==> src/rtl/clock_core_adj_pkg.sv <==
// Shared definitions for the clock_core_adj time-of-day core.
//   - BCD digit and field widths
//   - adjust FSM state encoding and field selector encoding
//   - default field limits
//   - to_bcd(): integer (0..99) to packed two-digit BCD
package clock_core_adj_pkg;

  localparam int DIGIT_W      = 4;
  localparam int FIELD_W      = 8;

  localparam int HOUR_MAX_DEF = 23;
  localparam int MIN_MAX_DEF  = 59;
  localparam int SEC_MAX_DEF  = 59;

  typedef enum logic [1:0] {
    ST_IDLE = 2'd0,
    ST_STEP = 2'd1,
    ST_HOLD = 2'd2,
    ST_RPT  = 2'd3
  } adj_state_e;

  // Field codes double as indices into the per-field arrays (0 = seconds).
  typedef enum logic [1:0] {
    FLD_S    = 2'd0,
    FLD_M    = 2'd1,
    FLD_H    = 2'd2,
    FLD_NONE = 2'd3
  } field_e;

  function automatic logic [FIELD_W-1:0] to_bcd(input int unsigned v);
    logic [DIGIT_W-1:0] hi;
    logic [DIGIT_W-1:0] lo;
    hi = DIGIT_W'(v / 10);
    lo = DIGIT_W'(v % 10);
    return {hi, lo};
  endfunction

endpackage

==> src/rtl/clock_core_adj_bcd_mod_counter.sv <==
// Two-digit packed-BCD modulo counter, range 00..MAX.
// Ports:
//   clk_i   clock
//   srst_i  synchronous active-high reset, clears q to 00
//   inc_i   count up (MAX -> 00)
//   dec_i   count down (00 -> MAX)
//   load_i  load d_i; an invalid digit or a value above MAX loads 00
//   d_i     packed BCD load value
//   q_o     registered packed BCD value
//   wrap_o  combinational: this cycle's increment takes q from MAX to 00
// Priority inside the counter: load > inc > dec.
module clock_core_adj_bcd_mod_counter
  import clock_core_adj_pkg::*;
#(
  parameter int MAX = 59
) (
  input  logic               clk_i,
  input  logic               srst_i,
  input  logic               inc_i,
  input  logic               dec_i,
  input  logic               load_i,
  input  logic [FIELD_W-1:0] d_i,
  output logic [FIELD_W-1:0] q_o,
  output logic               wrap_o
);

  localparam logic [FIELD_W-1:0] MAX_BCD = to_bcd(MAX);

  logic [FIELD_W-1:0] q_q;
  logic [FIELD_W-1:0] q_d;
  logic [DIGIT_W-1:0] hi;
  logic [DIGIT_W-1:0] lo;
  logic               d_ok;

  always_comb begin
    q_d  = q_q;
    hi   = q_q[FIELD_W-1:DIGIT_W];
    lo   = q_q[DIGIT_W-1:0];
    // With both digits valid, packed BCD orders like the decimal value.
    d_ok = (d_i[FIELD_W-1:DIGIT_W] <= 4'd9) && (d_i[DIGIT_W-1:0] <= 4'd9) &&
           (d_i <= MAX_BCD);
    if (load_i) begin
      q_d = d_ok ? d_i : '0;
    end else if (inc_i) begin
      if (q_q == MAX_BCD)  q_d = '0;
      else if (lo == 4'd9) q_d = {hi + 4'd1, 4'd0};
      else                 q_d = {hi, lo + 4'd1};
    end else if (dec_i) begin
      if (q_q == '0)       q_d = MAX_BCD;
      else if (lo == 4'd0) q_d = {hi - 4'd1, 4'd9};
      else                 q_d = {hi, lo - 4'd1};
    end
  end

  always_ff @(posedge clk_i) begin
    if (srst_i) q_q <= '0;
    else        q_q <= q_d;
  end

  assign q_o    = q_q;
  assign wrap_o = inc_i & ~load_i & (q_q == MAX_BCD);

endmodule

==> src/rtl/clock_core_adj.sv <==
// BCD HH:MM:SS time-of-day core with preset and push-button adjustment.
// Ports:
//   CP              clock
//   CR              synchronous active-high reset
//   CE              count enable for time-keeping (adjust/preset still act)
//   TICK            1 Hz strobe, one CP cycle wide
//   PE, D_H/M/S     preset strobe and packed-BCD preset values
//   HU/HD MU/MD SU/SD  level buttons, up/down per field, high = pressed
//   Q_H/M/S         registered packed-BCD time
//   TC_S/M/H        one-cycle pulses when a tick/carry wraps the field
//   ADJ             high while the adjust FSM is away from IDLE
// Per-cycle priority: CR > PE > adjust step > tick. A tick that collides with
// a step is parked in a one-deep pending flag and applied on the next cycle
// without a step.
module clock_core_adj
  import clock_core_adj_pkg::*;
#(
  parameter int HOUR_MAX   = HOUR_MAX_DEF,
  parameter int MIN_MAX    = MIN_MAX_DEF,
  parameter int SEC_MAX    = SEC_MAX_DEF,
  parameter int REP_DELAY  = 5000,
  parameter int REP_PERIOD = 1000
) (
  input  logic       CP,
  input  logic       CR,
  input  logic       CE,
  input  logic       TICK,
  input  logic       PE,
  input  logic [7:0] D_H,
  input  logic [7:0] D_M,
  input  logic [7:0] D_S,
  input  logic       HU,
  input  logic       HD,
  input  logic       MU,
  input  logic       MD,
  input  logic       SU,
  input  logic       SD,
  output logic [7:0] Q_H,
  output logic [7:0] Q_M,
  output logic [7:0] Q_S,
  output logic       TC_S,
  output logic       TC_M,
  output logic       TC_H,
  output logic       ADJ
);

  localparam int REP_MAX = (REP_DELAY > REP_PERIOD) ? REP_DELAY : REP_PERIOD;
  localparam int CNT_W   = $clog2(REP_MAX + 1);
  localparam logic [CNT_W-1:0] DELAY_CNT  = CNT_W'(REP_DELAY);
  localparam logic [CNT_W-1:0] PERIOD_CNT = CNT_W'(REP_PERIOD);

  adj_state_e       state_q, state_d;
  field_e           sel_field_q, sel_field_d;
  logic             sel_up_q, sel_up_d;
  logic [CNT_W-1:0] cnt_q, cnt_d;
  logic             pend_q, pend_d;
  logic             adj_q;
  logic [2:0]       tc_q;

  field_e           req_field;
  logic             req_up;
  logic             sel_held;
  logic             step_en;
  logic             tick_ok;
  logic             do_tick;
  logic             s_tick, m_tick, h_tick;

  logic [2:0]         fld_tick;
  logic [2:0]         fld_step;
  logic [2:0]         fld_inc;
  logic [2:0]         fld_dec;
  logic [2:0]         fld_wrap;
  logic [2:0]         fld_full;
  logic [FIELD_W-1:0] fld_q [3];
  logic [FIELD_W-1:0] fld_d [3];

  assign fld_d[0] = D_S;
  assign fld_d[1] = D_M;
  assign fld_d[2] = D_H;

  // Button request: first field (H, M, S) with any button pressed. Up and
  // down together on that field is a conflict and requests nothing.
  always_comb begin
    req_field = FLD_NONE;
    req_up    = 1'b0;
    if (HU | HD) begin
      if (!(HU & HD)) begin
        req_field = FLD_H;
        req_up    = HU;
      end
    end else if (MU | MD) begin
      if (!(MU & MD)) begin
        req_field = FLD_M;
        req_up    = MU;
      end
    end else if (SU | SD) begin
      if (!(SU & SD)) begin
        req_field = FLD_S;
        req_up    = SU;
      end
    end
  end

  // Level of the button latched when the adjust sequence started.
  always_comb begin
    sel_held = 1'b0;
    case (sel_field_q)
      FLD_H:   sel_held = sel_up_q ? HU : HD;
      FLD_M:   sel_held = sel_up_q ? MU : MD;
      FLD_S:   sel_held = sel_up_q ? SU : SD;
      default: sel_held = 1'b0;
    endcase
  end

  // Adjust FSM. cnt_q counts cycles since the press while in STEP/HOLD and
  // cycles since the last step while in RPT, so the first repeat lands
  // REP_DELAY cycles after the press and later ones every REP_PERIOD.
  always_comb begin
    state_d     = state_q;
    sel_field_d = sel_field_q;
    sel_up_d    = sel_up_q;
    cnt_d       = cnt_q;
    step_en     = 1'b0;
    case (state_q)
      ST_IDLE: begin
        if (req_field != FLD_NONE) begin
          state_d     = ST_STEP;
          sel_field_d = req_field;
          sel_up_d    = req_up;
          cnt_d       = CNT_W'(1);
          step_en     = 1'b1;
        end
      end
      ST_STEP: begin
        state_d = ST_HOLD;
        cnt_d   = cnt_q + CNT_W'(1);
      end
      ST_HOLD: begin
        if (!sel_held) begin
          state_d = ST_IDLE;
        end else if (cnt_q == DELAY_CNT) begin
          state_d = ST_RPT;
          cnt_d   = CNT_W'(1);
          step_en = 1'b1;
        end else begin
          cnt_d = cnt_q + CNT_W'(1);
        end
      end
      ST_RPT: begin
        if (!sel_held) begin
          state_d = ST_IDLE;
        end else if (cnt_q == PERIOD_CNT) begin
          cnt_d   = CNT_W'(1);
          step_en = 1'b1;
        end else begin
          cnt_d = cnt_q + CNT_W'(1);
        end
      end
      default: state_d = ST_IDLE;
    endcase
  end

  // Tick arbitration against preset and steps, plus the pending flag.
  // A seconds step discards any parked tick so the adjusted second holds.
  always_comb begin
    tick_ok = TICK & CE;
    do_tick = 1'b0;
    pend_d  = pend_q;
    if (PE) begin
      pend_d = 1'b0;
    end else if (step_en) begin
      pend_d = (sel_field_d == FLD_S) ? 1'b0 : (pend_q | tick_ok);
    end else begin
      do_tick = tick_ok | (pend_q & CE);
      pend_d  = pend_q & ~CE;
    end
  end

  // Carry ripple from the registered field values, so it never loops
  // through the counters' combinational wrap outputs.
  assign s_tick   = do_tick;
  assign m_tick   = s_tick & fld_full[0];
  assign h_tick   = m_tick & fld_full[1];
  assign fld_tick = {h_tick, m_tick, s_tick};

  genvar gi;
  generate
    for (gi = 0; gi < 3; gi++) begin : g_field
      localparam int FMAX = (gi == 0) ? SEC_MAX : ((gi == 1) ? MIN_MAX : HOUR_MAX);

      assign fld_step[gi] = step_en & ~PE & (sel_field_d == field_e'(gi));
      assign fld_inc[gi]  = fld_tick[gi] | (fld_step[gi] & sel_up_d);
      assign fld_dec[gi]  = fld_step[gi] & ~sel_up_d;
      assign fld_full[gi] = (fld_q[gi] == to_bcd(FMAX));

      clock_core_adj_bcd_mod_counter #(
        .MAX (FMAX)
      ) u_cnt (
        .clk_i  (CP),
        .srst_i (CR),
        .inc_i  (fld_inc[gi]),
        .dec_i  (fld_dec[gi]),
        .load_i (PE),
        .d_i    (fld_d[gi]),
        .q_o    (fld_q[gi]),
        .wrap_o (fld_wrap[gi])
      );
    end
  endgenerate

  always_ff @(posedge CP) begin
    if (CR) begin
      state_q     <= ST_IDLE;
      sel_field_q <= FLD_NONE;
      sel_up_q    <= 1'b0;
      cnt_q       <= '0;
      pend_q      <= 1'b0;
      adj_q       <= 1'b0;
      tc_q        <= '0;
    end else begin
      state_q     <= state_d;
      sel_field_q <= sel_field_d;
      sel_up_q    <= sel_up_d;
      cnt_q       <= cnt_d;
      pend_q      <= pend_d;
      adj_q       <= (state_d != ST_IDLE);
      // Only tick-driven wraps pulse TC; adjust wraps are masked here.
      tc_q        <= fld_tick & fld_wrap;
    end
  end

  assign Q_S  = fld_q[0];
  assign Q_M  = fld_q[1];
  assign Q_H  = fld_q[2];
  assign TC_S = tc_q[0];
  assign TC_M = tc_q[1];
  assign TC_H = tc_q[2];
  assign ADJ  = adj_q;

endmodule
==> config.mk <==
export PLATFORM = sky130hd
export DESIGN_NAME = clock_core_adj
export DESIGN_NICKNAME = d
export VERILOG_FILES = /design/src/rtl/clock_core_adj_pkg.sv /design/src/rtl/clock_core_adj_bcd_mod_counter.sv /design/src/rtl/clock_core_adj.sv
export SDC_FILE = /design/constraint.sdc
export NUM_CORES = 1
export LEC_CHECK = 0
export ABC_AREA = 1
export CAP_MARGIN = 20
export CORE_UTILIZATION = 40
export CTS_BUF_LIST = sky130_fd_sc_hd__clkbuf_4 sky130_fd_sc_hd__clkbuf_8
export DETAILED_ROUTE_END_ITERATION = 6
export GPL_TIMING_DRIVEN = 0
export PLACE_DENSITY = 0.65
export SLEW_MARGIN = 15
export SYNTH_ARGS = -nofsm -noshare
export SYNTH_HDL_FRONTEND = slang
export SYNTH_SLANG_ARGS = --single-unit
==> constraint.sdc <==
create_clock -name CP -period 3.33 [get_ports CP]
set_input_delay 0.666 -clock CP [delete_from_list [all_inputs] [get_ports CP]]
set_output_delay 0.666 -clock CP [all_outputs]
set_load 0.02 [all_outputs]
==> Word-level counts from Yosys, hierarchy flattened <==
Index checks and enable logic that the tools add are counted.
{ "totals": {"reg_bits": 47, "out_inout_bits": 28, "elab_cells": 185, "input_bits": 35} }
{ "op_classes": {"n_lt_le_gt_ge": 9, "n_bitwise": 36, "reduce_logical": 27, "eq_ne": 22, "n_mux": 65, "n_addsub": 13} }
{ "ops": {"columns": ["operator", "count"], "rows": [
  ["8-bit two-way mux", 24],
  ["13-bit two-way mux", 5],
  ["13-bit one-hot mux with 4 select lines", 1],
  ["4-bit by 1-bit adder with 4-bit output, second input constant", 6],
  ["1-bit AND", 24],
  ["4-bit <= comparator, second input constant", 6],
  ["8-bit logical NOT", 3],
  ["4-bit by 1-bit subtractor with 4-bit output, second input constant", 6],
  ["2-bit two-way mux", 11],
  ["1-bit two-way mux", 21],
  ["8-bit by 7-bit equality test with 1-bit output, second input constant", 2],
  ["8-bit by 7-bit <= comparator with 1-bit output, second input constant", 2],
  ["13-bit by 1-bit adder with 13-bit output, second input constant", 1],
  ["13-bit by 10-bit equality test with 1-bit output, second input constant", 1],
  ["13-bit equality test, second input constant", 1],
  ["4-bit equality test, second input constant", 3],
  ["4-bit logical NOT", 3],
  ["4-bit inequality test, second input constant", 3],
  ["3-bit AND reduction", 4],
  ["4-bit nonzero test", 3],
  ["3-bit nonzero test", 3],
  ["2-bit equality test, second input constant", 4],
  ["8-bit by 6-bit equality test with 1-bit output, second input constant", 1],
  ["8-bit by 6-bit <= comparator with 1-bit output, second input constant", 1],
  ["11 further kinds", 33]
]} }

==> Longest topological paths before layout <==
Gate-level depths: netlist (run 1).
{ "logic_depth": {"depth_word": 16, "depth_mapped": 19, "ltp_nobuf": 19} }

==> By module <==
Synthesis (run 1) repeated with hierarchy kept, for this count alone.
{ "unflattened": {"hier_cells": 692, "area_unflattened_um2": 4219.0} }
{ "modules_own_cells": {"columns": ["module", "seq_area_each_um2", "area_each_um2", "instances", "cells_each"], "rows": [
  ["clock_core_adj", 460.4, 1696.6, 1, 284],
  ["clock_core_adj_bcd_mod_counter at g_field[0].u_cnt ...", 160.2, 827.0, 2, 131],
  ["clock_core_adj_bcd_mod_counter at g_field[2].u_cnt", 160.2, 868.3, 1, 146]
]} }

==> Worst setup path before layout (run 1) <==
OpenSTA, ideal clock, no wires.
{ "synth_path": {"path_type": "in2reg", "from": "in SD", "to": "reg g_field[2].u_cnt.q_q[5]", "path_slack_ns": 0.989, "t_arrival_ns": 2.228, "setup_ns": 0.112, "path_buffers": 0, "required_time_ns": 3.218, "path_stages": 16, "path_cell_list": "inv_1 > ha_1 > inv_1 > nand2_1 > nand2_1 > nand3_1 > nand2_1 > nand2_1 > nor2_2 > nand4_4 > nand2_2 > nand2_2 > nand2_4 > nand2_1 > nand2_1 > nor2_2"} }
{ "synth_via": {"elab_chain_cells": 15, "word_cells_on_any_way": 38, "cone_classes": "3 x eq/ne; 22 x mux; 10 x bitwise; 3 x reduce/logical"} }
{ "synth_lines": {"columns": ["element", "line", "text"], "rows": [
  ["start: declaration", "clock_core_adj.sv:37", "input logic SD,"],
  ["1-bit AND", "clock_core_adj.sv:97", "if (!(SU & SD)) begin"],
  ["2-bit two-way mux", "clock_core_adj.sv:97", null],
  ["2-bit two-way mux", "clock_core_adj.sv:96", "end else if (SU | SD) begin"],
  ["2-bit two-way mux", "clock_core_adj.sv:91", "end else if (MU | MD) begin"],
  ["2-bit two-way mux", "clock_core_adj.sv:86", "if (HU | HD) begin"],
  ["2-bit inequality test", "clock_core_adj.sv:126", "if (req_field != FLD_NONE) begin"],
  ["1-bit two-way mux", "clock_core_adj.sv:126", null],
  ["1-bit one-hot mux with 3 select lines", "clock_core_adj.sv:124", "case (state_q)"],
  ["1-bit two-way mux", "clock_core_adj.sv:171", "end else if (step_en) begin"],
  ["1-bit two-way mux", "clock_core_adj.sv:169", "if (PE) begin"],
  ["1-bit AND", "clock_core_adj.sv:182", "assign m_tick = s_tick & fld_full[0];"],
  ["1-bit AND", "clock_core_adj.sv:183", "assign h_tick = m_tick & fld_full[1];"],
  ["1-bit OR", "clock_core_adj.sv:192", "assign fld_inc[gi] = fld_tick[gi] | (fld_step[gi] & sel_up_d);"],
  ["4-bit inequality test (no source line), or another cell as far along", null, null],
  ["3-bit AND reduction (no source line) or 8-bit two-way mux (tied branches)", null, null],
  ["end signal: assignment", "clock_core_adj_bcd_mod_counter.sv:57", "else q_q <= q_d;"],
  ["end: declaration", "clock_core_adj_bcd_mod_counter.sv:29", "logic [FIELD_W-1:0] q_q;"]
]} }
Parallel ways exist; a longest one is shown, timed or not.
A chain may end at the register's enable or synchronous reset.

==> Worst setup path in the final report (run 1) <==
Ends and elaborated chain as after synthesis.

==> impl_metrics.xml, run 1 <==
<?xml version="1.0" encoding="UTF-8"?>
<metrics>
  <group name="status">
    <metric name="outcome" unit="">finished clean</metric>
  </group>
  <group name="grt">
    <metric name="antenna_found_initial" unit="">0</metric>
    <metric name="via_count_of_the_first_global_routing_pass" unit="">3828</metric>
    <metric name="globalRoute.totalOverflow" unit="">0</metric>
    <metric name="largest_net_degree_at_the_start_of_global_routing" unit="">16</metric>
    <metric name="grt_pass1_wl" unit="um">16600</metric>
    <metric name="gr-usage-all-layers" unit="%">20.3</metric>
  </group>
  <group name="clock_tree">
    <metric name="cts_resized" unit="">0</metric>
    <metric name="numCtsBuffers" unit="">5</metric>
    <metric name="cts_root_buf" unit="">sky130_fd_sc_hd__clkbuf_8</metric>
    <metric name="cts-htree-levels" unit="">2</metric>
    <metric name="clock_tree_buf_depth" unit="">2</metric>
    <metric name="cts_hold_repair.buffers" unit="">0</metric>
    <metric name="cts.clk_slew.worst_paths" unit="ns">0.09</metric>
    <metric name="cts.repair_timing.setup_buffer_count" unit="">0</metric>
    <metric name="cts_tree" unit="">yes</metric>
    <metric name="clock-sinks" unit="">47</metric>
    <metric name="clk-insertion-delay-late" unit="ns">0.30</metric>
  </group>
  <group name="logic_synthesis">
    <metric name="synth_area_leaders" unit="">sky130_fd_sc_hd__dfxtp_1 24%, sky130_fd_sc_hd__nand2_1 11%, sky130_fd_sc_hd__nand3_1 7.5%</metric>
    <metric name="yosysUniqueCellTypes" unit="">44</metric>
    <metric name="synth_cells" unit="">607</metric>
    <metric name="synth.top_cell.area_share" unit="%">24.0</metric>
    <metric name="mappedNetlistArea" unit="um2">3920</metric>
    <metric name="postSynthAreaPerCell" unit="um2">6.46</metric>
    <metric name="flip_flop_and_latch_count_after_synthesis" unit="">47</metric>
    <metric name="synth-warning-count" unit="">0</metric>
    <metric name="postSynthNetCount" unit="">665</metric>
    <metric name="postSynth.topFlopCell" unit="">sky130_fd_sc_hd__dfxtp_1</metric>
    <metric name="synth_edf_count" unit="">0</metric>
    <metric name="synth_largest_area_cell" unit="">sky130_fd_sc_hd__dfxtp_1</metric>
    <metric name="yosysSeqAreaShare" unit="%">24.0</metric>
    <metric name="synth-async-reset-ratio" unit="%">0</metric>
  </group>
  <group name="sta">
    <metric name="min_period_over_period" unit="%">84.4</metric>
    <metric name="setup_viol" unit="">0</metric>
    <metric name="fmax" unit="MHz">356</metric>
    <metric name="timing_worst_slew_pin_value" unit="ns">0.997</metric>
    <metric name="finalSetupTns" unit="ns">0</metric>
    <metric name="unrepaired_setup_endpoints_after_global_routing" unit="">no</metric>
    <metric name="max_clock_skew" unit="ns">0.00937</metric>
    <metric name="max_slew_vio_count" unit="">0</metric>
    <metric name="timing.slew.headroom" unit="%">33.4</metric>
    <metric name="final.min_clock_period" unit="ns">2.81</metric>
    <metric name="hold_violations_final" unit="">0</metric>
  </group>
  <group name="worst_setup_path">
    <metric name="critical_path_start_end_classification" unit="">input pin to register</metric>
    <metric name="reg2reg_to" unit="">g_field[0].u_cnt.q_o[7]</metric>
    <metric name="critical_path_required" unit="ns">3.54</metric>
    <metric name="worst_setup_path_end_kind" unit="">register</metric>
    <metric name="cp.arrival" unit="ns">3.02</metric>
    <metric name="reg2reg_depth" unit="">14</metric>
    <metric name="cp-start-kind" unit="">input pin</metric>
    <metric name="rr_startpoint" unit="">cnt_q[0]</metric>
    <metric name="regToRegSetupSlack" unit="ns">1.14</metric>
    <metric name="crit_path_max_fanout" unit="">10</metric>
  </group>
  <group name="die">
    <metric name="start_util" unit="%">41.8</metric>
    <metric name="num_rows" unit="">35</metric>
    <metric name="die_w" unit="um">101</metric>
    <metric name="boundary_pins" unit="">63</metric>
    <metric name="fp.dieArea" unit="um2">10200</metric>
    <metric name="coreArea" unit="um2">9370</metric>
    <metric name="dieHeight" unit="um">101</metric>
  </group>
  <group name="worst_hold_path">
    <metric name="min_delay_worst_endpoint" unit="">cnt_q[8]</metric>
    <metric name="hold_path.class" unit="">register to register</metric>
    <metric name="worstHoldStart" unit="">cnt_q[8]</metric>
    <metric name="hold-path-cell-count" unit="">1</metric>
  </group>
  <group name="finish">
    <metric name="nNetsFinal" unit="">732</metric>
    <metric name="layout-area-overhead-vs-synth" unit="%">22.0</metric>
    <metric name="layout-drive-gt1-share" unit="%">10.1</metric>
    <metric name="fill_cells" unit="">1009</metric>
    <metric name="seqCellArea" unit="um2">941</metric>
    <metric name="antenna_cells" unit="">0</metric>
    <metric name="multi_input_comb_area" unit="um2">2600</metric>
  </group>
  <group name="placement">
    <metric name="buffer_ports.inserted" unit="">60</metric>
    <metric name="place_congestion" unit="">0.903</metric>
    <metric name="placed_wire_length_estimate" unit="um">8100</metric>
  </group>
  <group name="route">
    <metric name="ant_nets" unit="">0</metric>
    <metric name="drtIter0Drc" unit="">168</metric>
    <metric name="drc_violations_left" unit="">0</metric>
    <metric name="wirelength" unit="um">9930</metric>
    <metric name="wl_per_cell" unit="um">12.4</metric>
    <metric name="vias" unit="">4043</metric>
    <metric name="vias_per_cell" unit="">5.03</metric>
    <metric name="first_pass_drt_iterations" unit="">4</metric>
  </group>
  <group name="pwr">
    <metric name="powerDensity" unit="nW/um2">358</metric>
    <metric name="post_route_total_power" unit="mW">1.71</metric>
    <metric name="vdd_ir_drop_max" unit="uV">159</metric>
    <metric name="cellLeakagePower" unit="nW">2.18</metric>
  </group>
  <group name="job">
    <metric name="drv.max_cap_violation_count" unit="">0</metric>
  </group>
</metrics>
[sequential cells by signal (all words and copies together) (netlist names)]
signal / cells
sel_up_q: 1
cnt_q: 13
pend_q: 1
state_q: 2
ADJ: 1
tc_q: 3
sel_field_q: 2
g_field.u_cnt.q_o: 24
[worst max-delay path, cell delays in order]
cell and delay (ns):
sky130_fd_sc_hd__clkdlybuf4s50_1 0.45, sky130_fd_sc_hd__inv_1 0.05, sky130_fd_sc_hd__ha_1 0.31, sky130_fd_sc_hd__inv_1 0.06, sky130_fd_sc_hd__nand2_1 0.04, sky130_fd_sc_hd__nand2_1 0.07
sky130_fd_sc_hd__nand3_1 0.14, sky130_fd_sc_hd__nand2_1 0.10, sky130_fd_sc_hd__nand2_1 0.12, sky130_fd_sc_hd__nor2_2 0.20, sky130_fd_sc_hd__nand4_4 0.22, sky130_fd_sc_hd__nand2_2 0.23
sky130_fd_sc_hd__nand2_2 0.11, sky130_fd_sc_hd__nand2_4 0.09, sky130_fd_sc_hd__nand2_1 0.05, sky130_fd_sc_hd__nand2_1 0.07, sky130_fd_sc_hd__nor2_2 0.04
[cell usage in the layout, fill, tap and decap left out, types with 3 or more instances in the layout]
| master | n |
|---|---|
| sky130_fd_sc_hd__nor3_1 | 16 |
| sky130_fd_sc_hd__dfxtp_1 | 47 |
| sky130_fd_sc_hd__nand3_2 | 8 |
| sky130_fd_sc_hd__inv_1 | 73 |
| sky130_fd_sc_hd__nor2_1 | 75 |
| sky130_fd_sc_hd__nand4_4 | 3 |
| sky130_fd_sc_hd__xnor2_1 | 9 |
| sky130_fd_sc_hd__ha_1 | 23 |
| sky130_fd_sc_hd__o21a_1 | 3 |
| sky130_fd_sc_hd__nand2_2 | 10 |
| sky130_fd_sc_hd__xor2_1 | 7 |
| sky130_fd_sc_hd__nor2_2 | 4 |
| sky130_fd_sc_hd__clkbuf_8 | 6 |
| sky130_fd_sc_hd__a21oi_1 | 43 |
| sky130_fd_sc_hd__o21ai_0 | 46 |
| sky130_fd_sc_hd__nand3_1 | 59 |
| sky130_fd_sc_hd__nor2_4 | 4 |
| sky130_fd_sc_hd__nand2_4 | 10 |
| sky130_fd_sc_hd__o211ai_1 | 3 |
| sky130_fd_sc_hd__inv_2 | 11 |
| sky130_fd_sc_hd__clkdlybuf4s50_1 | 60 |
| sky130_fd_sc_hd__nand2_1 | 117 |
| sky130_fd_sc_hd__nand4_1 | 5 |
[Yosys cell counts, drive strengths merged (2+ instances only)]
master / instances
a31oi: 2
o21a: 3
o21ai: 48
xor2: 7
a21oi: 43
nand3: 67
a211oi: 2
o211ai: 3
nor2: 83
inv: 85
nand2: 138
nand4: 9
dfxtp: 47
clkbuf: 3
buf: 7
xnor2: 9
nor3: 17
ha: 23
nand3b: 2
[metal layers]
layer	wire [um]	global-route usage, %
met4	53	4.35
met3	342	2.91
met2	4960	38.6
met5	0	0
met1	4570	23.9
[how the worst max path moves through the flow]
stage	start	endpoint	slack, ns	depth (start not counted)
2_1_floorplan	SD	g_field[2].u_cnt.q_o[5]	0.99	16
6_report	SD	g_field[2].u_cnt.q_o[5]	0.52	17
4_1_cts	SD	g_field[2].u_cnt.q_o[5]	0.51	17
3_5_place_dp	SD	g_field[2].u_cnt.q_o[5]	0.17	17
5_1_grt	SD	g_field[2].u_cnt.q_o[5]	0.24	17
3_3_place_gp	SD	g_field[2].u_cnt.q_o[5]	0.26	17
[stage by stage]
stage / hold slack (ns) / cell area, um2 / cells / utilization [%] / setup WS, ns
after CTS: 0.500 / 4780 / 804 / 51.0 / 0.508
after detailed placement: 0.479 / 4680 / 796 / 49.9 / 0.174
after global placement: 0.469 / 4680 / 796 / 49.9 / 0.256
after global routing: 0.525 / 4780 / 804 / 51.0 / 0.244
after floorplan: 0.454 / 3920 / 607 / - / 0.989
final: 0.496 / 4780 / 804 / 51.0 / 0.518
[cell type report]
type,count,share of cell area (%)
multi-input combinational,465,54.4
timing repair buffer,60,12.6
clock buffer,6,1.73
sequential,47,19.7
buffer,10,1.18
inverter,85,6.73
tap,129,3.38
clock inverter,2,0.340
[where the power goes]
group          total (mW)  switching [mW]  leakage (nW)  internal (mW)
sequential          0.661          0.0571         0.385          0.604
combinational       0.675           0.400          1.74          0.275
clock               0.376           0.206        0.0474          0.170
total                1.71           0.663          2.18           1.05
[cell families (layout without fill, tap and decap cells)]
logic type	after synthesis	after routing	synth area share (%)
flip-flops	47	47	24.0
AND/OR/NAND/NOR	319	319	40.6
buffers and inverters	95	163	9.64
adder cells (fa/ha/maj)	23	23	7.34
AO/OA/AOI/OAI	107	107	14.8
XOR/XNOR	16	16	3.58
Note: power is estimated with default switching activity, not from simulation.
==> run 2, diff against run 1 <==
--- a/config.mk
+++ b/config.mk
@@ -11,7 +11,7 @@
 export CTS_BUF_LIST = sky130_fd_sc_hd__clkbuf_4 sky130_fd_sc_hd__clkbuf_8
 export DETAILED_ROUTE_END_ITERATION = 6
 export GPL_TIMING_DRIVEN = 0
-export PLACE_DENSITY = 0.65
+export PLACE_DENSITY = 0.67
 export SLEW_MARGIN = 15
 export SYNTH_ARGS = -nofsm -noshare
 export SYNTH_HDL_FRONTEND = slang
==> constraint.sdc (replaced) <==
create_clock -name CP -period 2.5 [get_ports CP]
set_input_delay 0.5 -clock CP [delete_from_list [all_inputs] [get_ports CP]]
set_output_delay 0.5 -clock CP [all_outputs]
set_load 0.02 [all_outputs]
==> run 2 against run 1 <==
  * Combinational power increased by 43%
  * Worst setup slack worse by 0.34 ns
  * Via count grew 3.2%
  * Sequential power grew 33%
  * Critical endpoint is now g_field[1].u_cnt.q_o[5]
  * Wire length increased by 4.9%
  * Critical path type unchanged
  * Register-to-register slack worse by 0.83 ns
  * Global-route usage is 0.25 points higher
  * Utilization increased by 3.0 points
  * Cell area up 6.0%
==> impl_metrics.xml, run 2 (same netlist as run 1, synthesis figures left out) <==
<?xml version="1.0" encoding="UTF-8"?>
<metrics>
  <group name="route">
    <metric name="drc_violations_left" unit="">0</metric>
    <metric name="routed-wl-met2" unit="um">5240</metric>
    <metric name="dr_wl_met3" unit="um">358</metric>
    <metric name="ant_nets" unit="">0</metric>
    <metric name="drtIter0Drc" unit="">188</metric>
    <metric name="maxUsedRoutingLayer" unit="">met4</metric>
    <metric name="vias_per_cell" unit="">5.10</metric>
    <metric name="wl_per_cell" unit="um">12.7</metric>
    <metric name="wirelength" unit="um">10400</metric>
    <metric name="first_pass_drt_iterations" unit="">5</metric>
    <metric name="route.layer.met1.wl" unit="um">4700</metric>
    <metric name="vias" unit="">4173</metric>
  </group>
  <group name="worst_setup_path">
    <metric name="critical_path_required" unit="ns">2.71</metric>
    <metric name="cp.arrival" unit="ns">2.54</metric>
    <metric name="cp-startpoint" unit="">HD</metric>
    <metric name="reg2reg_depth" unit="">17</metric>
    <metric name="rr_startpoint" unit="">cnt_q[0]</metric>
    <metric name="critical_path_start_end_classification" unit="">input pin to register</metric>
    <metric name="cp-start-kind" unit="">input pin</metric>
    <metric name="worst_setup_path_end_kind" unit="">register</metric>
    <metric name="crit_path_max_fanout" unit="">10</metric>
  </group>
  <group name="finish">
    <metric name="final_cell_mix" unit="">112 x sky130_fd_sc_hd__nand2_1, 74 x sky130_fd_sc_hd__nor2_1, 72 x sky130_fd_sc_hd__inv_1</metric>
    <metric name="finalInstanceArea" unit="um2">5060</metric>
    <metric name="nNetsFinal" unit="">747</metric>
    <metric name="layout-area-overhead-vs-synth" unit="%">29.2</metric>
    <metric name="final_common_cell" unit="">sky130_fd_sc_hd__nand2_1</metric>
    <metric name="antenna_cells" unit="">0</metric>
    <metric name="fill_cells" unit="">941</metric>
    <metric name="flip_flop_count_of_the_largest_register_all_copies_and_words_added" unit="">24</metric>
    <metric name="final_util" unit="%">54.0</metric>
    <metric name="layout-drive-gt1-share" unit="%">13.8</metric>
  </group>
  <group name="clock_tree">
    <metric name="cts_tree" unit="">yes</metric>
    <metric name="clk-insertion-delay-late" unit="ns">0.31</metric>
    <metric name="cts.clk_slew.worst_paths" unit="ns">0.10</metric>
    <metric name="numCtsBuffers" unit="">5</metric>
    <metric name="clock-sinks" unit="">47</metric>
    <metric name="cts_root_buf" unit="">sky130_fd_sc_hd__clkbuf_8</metric>
    <metric name="cts-htree-levels" unit="">2</metric>
    <metric name="clock_tree_buf_depth" unit="">2</metric>
  </group>
  <group name="placement">
    <metric name="buffer_ports.inserted" unit="">60</metric>
    <metric name="place_congestion" unit="">0.859</metric>
    <metric name="placedInstanceArea" unit="um2">4680</metric>
    <metric name="placed_wire_length_estimate" unit="um">8060</metric>
  </group>
  <group name="grt">
    <metric name="largest_net_degree_at_the_start_of_global_routing" unit="">17</metric>
    <metric name="globalRoute.totalOverflow" unit="">0</metric>
    <metric name="antenna_found_initial" unit="">0</metric>
    <metric name="grt_pass1_wl" unit="um">16800</metric>
    <metric name="via_count_of_the_first_global_routing_pass" unit="">3807</metric>
    <metric name="gr-usage-all-layers" unit="%">20.5</metric>
  </group>
  <group name="die">
    <metric name="die_w" unit="um">101</metric>
    <metric name="start_util" unit="%">41.8</metric>
    <metric name="num_rows" unit="">35</metric>
    <metric name="dieHeight" unit="um">101</metric>
    <metric name="fp.dieArea" unit="um2">10200</metric>
    <metric name="boundary_pins" unit="">63</metric>
    <metric name="coreArea" unit="um2">9370</metric>
  </group>
  <group name="pwr">
    <metric name="cellLeakagePower" unit="nW">2.33</metric>
    <metric name="powerDensity" unit="nW/um2">482</metric>
    <metric name="vdd_ir_drop_max" unit="uV">335</metric>
  </group>
  <group name="sta">
    <metric name="timing.slew.headroom" unit="%">32.2</metric>
    <metric name="hold_violations_final" unit="">0</metric>
    <metric name="max_clock_skew" unit="ns">0.00499</metric>
    <metric name="timing_worst_slew_pin_value" unit="ns">1.01</metric>
    <metric name="setup_viol" unit="">0</metric>
    <metric name="final.min_clock_period" unit="ns">2.32</metric>
    <metric name="max_slew_vio_count" unit="">0</metric>
    <metric name="fmax" unit="MHz">430</metric>
    <metric name="min_period_over_period" unit="%">93.0</metric>
    <metric name="unrepaired_setup_endpoints_after_global_routing" unit="">no</metric>
  </group>
  <group name="job">
    <metric name="drv.max_cap_violation_count" unit="">0</metric>
  </group>
  <group name="worst_hold_path">
    <metric name="hold_path.class" unit="">register to register</metric>
    <metric name="worstHoldStart" unit="">pend_q</metric>
    <metric name="hold-path-cell-count" unit="">2</metric>
  </group>
  <group name="status">
    <metric name="outcome" unit="">finished clean</metric>
  </group>
</metrics>
run 2: cell count changes in the layout (fill, tap and decap cells not counted), sizes merged:
cell,change
dlymetal6s2s,+2
clkdlybuf4s50,-2
bufinv,+1
buf,+13
clkinvlp,-1
nand2,+1
inv,+1
run 2: path summary, 6_finish.rpt:
kind                              to  slack, ns
max          g_field[1].u_cnt.q_o[5]       0.18
min                           pend_q       0.50
max reg2reg  g_field[1].u_cnt.q_o[5]       0.31
min reg2reg                   pend_q       0.50
run 2: metal layers:
metal | vias up | global-route usage, %
met1 | 1909 | 24.8
li1 | 2156 | -
met2 | 96 | 38.1
met4 | 0 | 5.46
met5 | - | 0
met3 | 12 | 2.57
run 2: critical path, stage by stage:
cell                              delay [ns]
sky130_fd_sc_hd__clkdlybuf4s50_1        0.49
sky130_fd_sc_hd__nor2_2                 0.20
sky130_fd_sc_hd__nand4_1                0.19
sky130_fd_sc_hd__nand2_1                0.13
sky130_fd_sc_hd__nand2_2                0.10
sky130_fd_sc_hd__buf_4                  0.16
sky130_fd_sc_hd__nor2_4                 0.13
sky130_fd_sc_hd__nand2_2                0.09
sky130_fd_sc_hd__nand2_4                0.13
sky130_fd_sc_hd__inv_2                  0.09
sky130_fd_sc_hd__nor2_1                 0.11
sky130_fd_sc_hd__nor2_1                 0.07
sky130_fd_sc_hd__nor2_1                 0.10
sky130_fd_sc_hd__nor2_1                 0.05
run 2: timing repair:
action                                  4_1_cts  5_1_grt
endpoints found under the setup margin       10       32
hold endpoints to repair                      0        0
gates resized for setup                       4       20
pin swaps                                     1       15
setup buffers                                 3       10
cloned                                        0        2
hold buffers                                  0        0
run 2: report_power, final:
part,internal (mW),switching [mW],total (mW),leakage [nW]
Clock,0.304,0.294,0.598,0.0587
Combinational,0.400,0.562,0.963,1.89
Sequential,0.805,0.0764,0.881,0.385
Total,1.51,0.933,2.44,2.33
run 2: final cells by class:
cell class / instances / area [um2] / area share [%]
Clock inverter: 3 / 47.5 / 0.939
Tap cell: 129 / 161 / 3.19
Buffer: 10 / 60.1 / 1.19
Timing Repair Buffer: 74 / 753 / 14.9
Inverter: 85 / 322 / 6.35
Sequential cell: 47 / 941 / 18.6
Multi-Input combinational cell: 466 / 2710 / 53.5
Clock buffer: 5 / 68.8 / 1.36
run 2: per-stage QoR:
| step | setup TNS, ns | instances | total power, mW | hold slack [ns] | setup WS, ns |
|---|---|---|---|---|---|
| finish | 0 | 819 | 2.44 | 0.504 | 0.176 |
| global route | 0 | 819 | 2.60 | 0.529 | 0.0348 |
| CTS | 0 | 807 | 2.40 | 0.494 | 0.0150 |
| detailed placement | -9.95 | 796 | 1.80 | 0.478 | -0.430 |
| global placement | -9.08 | 796 | 1.78 | 0.468 | -0.415 |
| floorplan | 0 | 607 | 1.51 | 0.454 | 0.325 |
